[config.mk]
export PLATFORM = sky130hd
export DESIGN_NAME = regfile_mp
export DESIGN_NICKNAME = d
export VERILOG_FILES = /design/src/rtl/regfile_mp.sv
export SDC_FILE = /design/constraint.sdc
export NUM_CORES = 2
export LEC_CHECK = 0
export ABC_CLOCK_PERIOD_IN_PS = 11900
export CAP_MARGIN = 5
export CELL_PAD_IN_SITES_DETAIL_PLACEMENT = 0
export CELL_PAD_IN_SITES_GLOBAL_PLACEMENT = 1
export CORE_ASPECT_RATIO = 1.25
export CORE_MARGIN = 3
export CORE_UTILIZATION = 58
export CTS_BUF_LIST = sky130_fd_sc_hd__clkbuf_4
export DETAILED_ROUTE_END_ITERATION = 10
export DONT_BUFFER_PORTS = 1
export PLACE_DENSITY = 0.94
export SLEW_MARGIN = 20
export SYNTH_ARGS = -nofsm -noshare
export SYNTH_HDL_FRONTEND = slang
export SYNTH_SLANG_ARGS = --single-unit
[constraint.sdc]
create_clock -name clk -period 11.9 [get_ports clk]
set_input_delay 1.785 -clock clk [delete_from_list [all_inputs] [get_ports clk]]
set_output_delay 1.785 -clock clk [all_outputs]
set_load 0.03 [all_outputs]
[src/rtl/regfile_mp.sv]
// Multi-port register file with same-cycle write-to-read bypass across all
// write ports and a post-reset clear sequencer that gates the file until done.
module regfile_mp #(
    parameter int unsigned DW       = 32,
    parameter int unsigned DEPTH    = 32,
    parameter int unsigned NRD      = 2,
    parameter int unsigned NWR      = 2,
    parameter int unsigned ZERO_REG = 1,
    localparam int unsigned AW      = $clog2(DEPTH)
) (
    input  logic              clk,
    input  logic              rst,
    input  logic [NWR-1:0]    we,
    input  logic [NWR*AW-1:0] waddr,
    input  logic [NWR*DW-1:0] wdata,
    input  logic [NRD-1:0]    re,
    input  logic [NRD*AW-1:0] raddr,
    output logic [NRD*DW-1:0] rdata,
    output logic              ready
);

    typedef enum logic {StInit, StRun} state_e;

    state_e            state_q, state_d;
    logic [AW-1:0]     clr_idx_q, clr_idx_d;
    logic              ready_q, ready_d;
    logic [DW-1:0]     regs_q [DEPTH];
    logic [NWR-1:0]    wcommit;
    logic [AW-1:0]     ra;
    logic [DW-1:0]     rval;

    // Clear sequencer next state: walk every index once, then enter RUN.
    always_comb begin
        state_d   = state_q;
        clr_idx_d = clr_idx_q;
        ready_d   = ready_q;
        if (state_q == StInit) begin
            if (clr_idx_q == AW'(DEPTH - 1)) begin
                state_d = StRun;
                ready_d = 1'b1;
            end else begin
                clr_idx_d = clr_idx_q + 1'b1;
            end
        end
    end

    // Sequencer state register with synchronous reset.
    always_ff @(posedge clk) begin
        if (rst) begin
            state_q   <= StInit;
            clr_idx_q <= '0;
            ready_q   <= 1'b0;
        end else begin
            state_q   <= state_d;
            clr_idx_q <= clr_idx_d;
            ready_q   <= ready_d;
        end
    end

    // Per-port write qualification; only these writes commit or bypass.
    always_comb begin
        wcommit = '0;
        for (int k = 0; k < NWR; k++) begin
            wcommit[k] = !rst && (state_q == StRun) && we[k]
                       && (32'(waddr[k*AW +: AW]) < DEPTH)
                       && !((ZERO_REG != 0) && (waddr[k*AW +: AW] == '0));
        end
    end

    // Storage: clear one entry per cycle in INIT, else apply committed writes.
    // Ascending port loop lets the highest-index port win on a collision.
    always_ff @(posedge clk) begin
        if (!rst) begin
            if (state_q == StInit) begin
                regs_q[clr_idx_q] <= '0;
            end else begin
                for (int k = 0; k < NWR; k++) begin
                    if (wcommit[k]) begin
                        regs_q[waddr[k*AW +: AW]] <= wdata[k*DW +: DW];
                    end
                end
            end
        end
    end

    // Read ports: zero unless enabled, usable and in range; bypass wins over array.
    always_comb begin
        rdata = '0;
        ra    = '0;
        rval  = '0;
        for (int i = 0; i < NRD; i++) begin
            ra   = raddr[i*AW +: AW];
            rval = '0;
            if (!rst && ready_q && re[i] && (32'(ra) < DEPTH)
                && !((ZERO_REG != 0) && (ra == '0))) begin
                rval = regs_q[ra];
                for (int k = 0; k < NWR; k++) begin
                    if (wcommit[k] && (waddr[k*AW +: AW] == ra)) begin
                        rval = wdata[k*DW +: DW];
                    end
                end
            end
            rdata[i*DW +: DW] = rval;
        end
    end

    assign ready = ready_q;

endmodule
==> metrics.csv <==
stage,metric,value,unit
status,status,finished with violations,
status,violations,slew limit,
sta,whs,527,ps
layout,area_growth,5.02,%
logic_synthesis,synth-edff-count,1024,
floorplan,die_h,367,um
placement,portBuffers,0,
routing,drt_pass1_iterations,10,
layout,post-route-util,61.8,%
sta,grt_setup_unrepaired,no,
sta,final_hold_viol_count,0,
global_routing,track_usage,41.5,%
power,power.density,116,mW/mm2
logic_synthesis,syn_nets,5824,
hold_path,hold_class,register to register,
logic_synthesis,synth.avg_cell_area,10.6,um2
clock_tree,cts.sinks,1031,
clock_tree,cts_inserted_buffers,275,
layout,multi_input_area,0.0270,mm2
routing,vias,51300,
logic_synthesis,synthCells,5732,
sta,tns,0,ps
sta,final.min_clock_period,8150,ps
logic_synthesis,synth_top_area_share,50.8,%
floorplan,pin_count,155,
layout,layout-drive-gt1-share,13.5,%
setup_path,endpoint_kind,output pin,
setup_path,cp.required,10120,ps
logic_synthesis,synthTopCellsByArea,"edfxtp_1 51%, mux2i_1 13%, nand2_1 6.6%, o21ai_0 6.5%, mux4_2 4.0%",
sta,worst_pin_slew,3060,ps
power,power.leakage,21.1,nW
sta,maxSlewHeadroom,-104,%
placement,place.gp.congestion,0.895,
routing,routed_wl,228000,um
setup_path,r2r_slack,7490,ps
global_routing,grt_pass1_wl,325000,um
sta,min_period_over_period,68.5,%
logic_synthesis,yosysTopAreaCell,edfxtp_1,
setup_path,startpoint_type,input port,
placement,dp_hpwl,120000,um
logic_synthesis,async_flop_share,0,%
clock_tree,clk_latency,1250,ps
placement,dp_cells,6442,
clock_tree,post-cts-setup-buffers,0,
routing,ant_nets,0,
setup_path,crit_chain,xnor2_1 -> nand4_4 -> buf_4 -> and4_1 -> o2bb2ai_1,
clock_tree,h-tree-depth,5,
clock_tree,clockBufferDepth,4,
floorplan,coreArea,0.103,mm2
clock_tree,post_cts_resized,0,
clock_tree,ctsHoldBuffers,0,
global_routing,grt_max_degree,478,
setup_path,critPathMaxStageDelay,1220,ps
sta,fin_worst_skew,45.7,ps
clock_tree,cts_tree,built,
layout,mostFrequentLayoutCell,nand2_1,
floorplan,dieArea,0.108,mm2
power,irDropWorstVdd,0.000111,V
global_routing,globalRoute.totalOverflow,0,
sta,max_freq,123,MHz
sta,slew_viol_final,400,
clock_tree,path_clk_slew,60,ps
routing,vias_per_cell,7.46,
layout,fill_cells,7961,
floorplan,num_rows,131,
routing,drc,0,
logic_synthesis,netlist_area,0.0605,mm2
logic_synthesis,yosysWarnings,0,
setup_path,slowest_stage,xnor2_1,
routing,drtIter0Drc,9113,
setup_path,crit_path_max_fanout,477,
layout,final-seq-area,0.0309,mm2
logic_synthesis,seq_area_frac_synth,51.1,%
setup_path,worst_ep_arrival_time,6370,ps
floorplan,dieWidth,295,um
logic_synthesis,ys_seq_elements,1031,
run,max-cap-violations,0,
layout,final_cells,6873,
setup_path,critPathKind,input port to output pin,
sta,setup_viol,0,
clock_tree,cts_root_buffer,clkbuf_4,
global_routing,grt_pass1_vias,49700,
layout,final_cell_mix,"1061 x nand2_1, 1024 x edfxtp_1, 789 x o21ai_0, 775 x mux2i_1, 378 x clkbuf_4",
floorplan,start_util,58.8,%
logic_synthesis,yosysUniqueCellTypes,57,
global_routing,antenna_found_initial,7,
routing,avgRoutedWirePerCell,33.2,um
logic_synthesis,ys.flop_type,edfxtp_1,
layout,fin_nets,5481,
## layer usage
metal,vias up,routed length (um),track usage (%)
met5,-,13,0
met4,2,20600,31.5
met3,1378,36900,15.1
met2,5028,98800,61.3
met1,23900,71600,49.5
li1,21000,-,-
## worst max-delay path: cells and delay by family
family | cells | cell delay [ps]
buf+inv | 1 | 460
xor+xnor | 1 | 1220
compound gates | 1 | 910
simple gates | 2 | 520
## per-stage QoR
step	power, mW	cell area [um2]	setup WS (ps)
2_1_floorplan	4.45	60500	6450
3_3_place_gp	4.45	60400	5490
3_5_place_dp	4.46	60400	5450
4_1_cts	7.34	63500	5420
5_1_grt	7.56	63500	5280
6_report	7.40	63500	3750
## cell type report
cell class | count | area share [%]
clock buffer | 378 | 4.47
timing repair buffer | 96 | 1.13
multi-input combinational | 3946 | 42.5
sequential | 1031 | 48.6
tap | 1330 | 2.62
inverter | 39 | 0.234
antenna | 12 | 0.0473
clock inverter | 41 | 0.335
## cells in the mapped netlist, types with 8 or more instances
cell type and n:
nor2_1 24, buf_2 251, a22oi_1 32, o2111ai_1 34, buf_1 30, mux4_2 108
nor3_1 16, inv_1 38, nand2b_1 12, nand2_2 20, nand2_1 1063, o21bai_1 24
nor4_1 78, clkbuf_1 368, o2bb2ai_1 63, o22ai_1 258, clkbuf_2 22, o21ai_0 789
edfxtp_1 1024, and4_1 61, mux2_2 34, a21oi_1 8, a221oi_1 92, buf_4 41
xor2_1 16, o21ai_1 366, mux2i_1 775
## flip-flops by register name, summed over array words and instances (netlist names)
name,count
regs_q,1024
clr_idx_q,5
ready,1
state_q,1
## power breakdown
| group | total (mW) | switching, mW | internal (mW) |
|---|---|---|---|
| registers | 3.97 | 0.0119 | 3.96 |
| clock network | 2.97 | 1.48 | 1.49 |
| logic | 0.454 | 0.244 | 0.210 |
| total | 7.40 | 1.74 | 5.66 |
## cell families (layout without fill, tap and decap cells)
logic type               Yosys count  in the layout  synth area share (%)
other                              0             12                     0
flip-flops                      1031           1031                  51.1
AO/OA/AOI/OAI                   1680           1680                  15.9
multiplexers                     917            917                  17.5
AND/OR/NAND/NOR                 1324           1324                  9.60
adder cells (fa/ha/maj)            2              2                0.0414
XOR/XNOR                          23             23                 0.333
buffers and inverters            755            554                  5.56
## final timing paths
kind,startpoint,to,depth (start not counted)
worst max-delay path,raddr[7],rdata[35],5
worst min-delay path,clr_idx_q[4],clr_idx_q[4],2
worst max register to register,state_q,regs_q[14][16],6
worst min register to register,clr_idx_q[4],clr_idx_q[4],2
(Power assumes the default switching activity.)
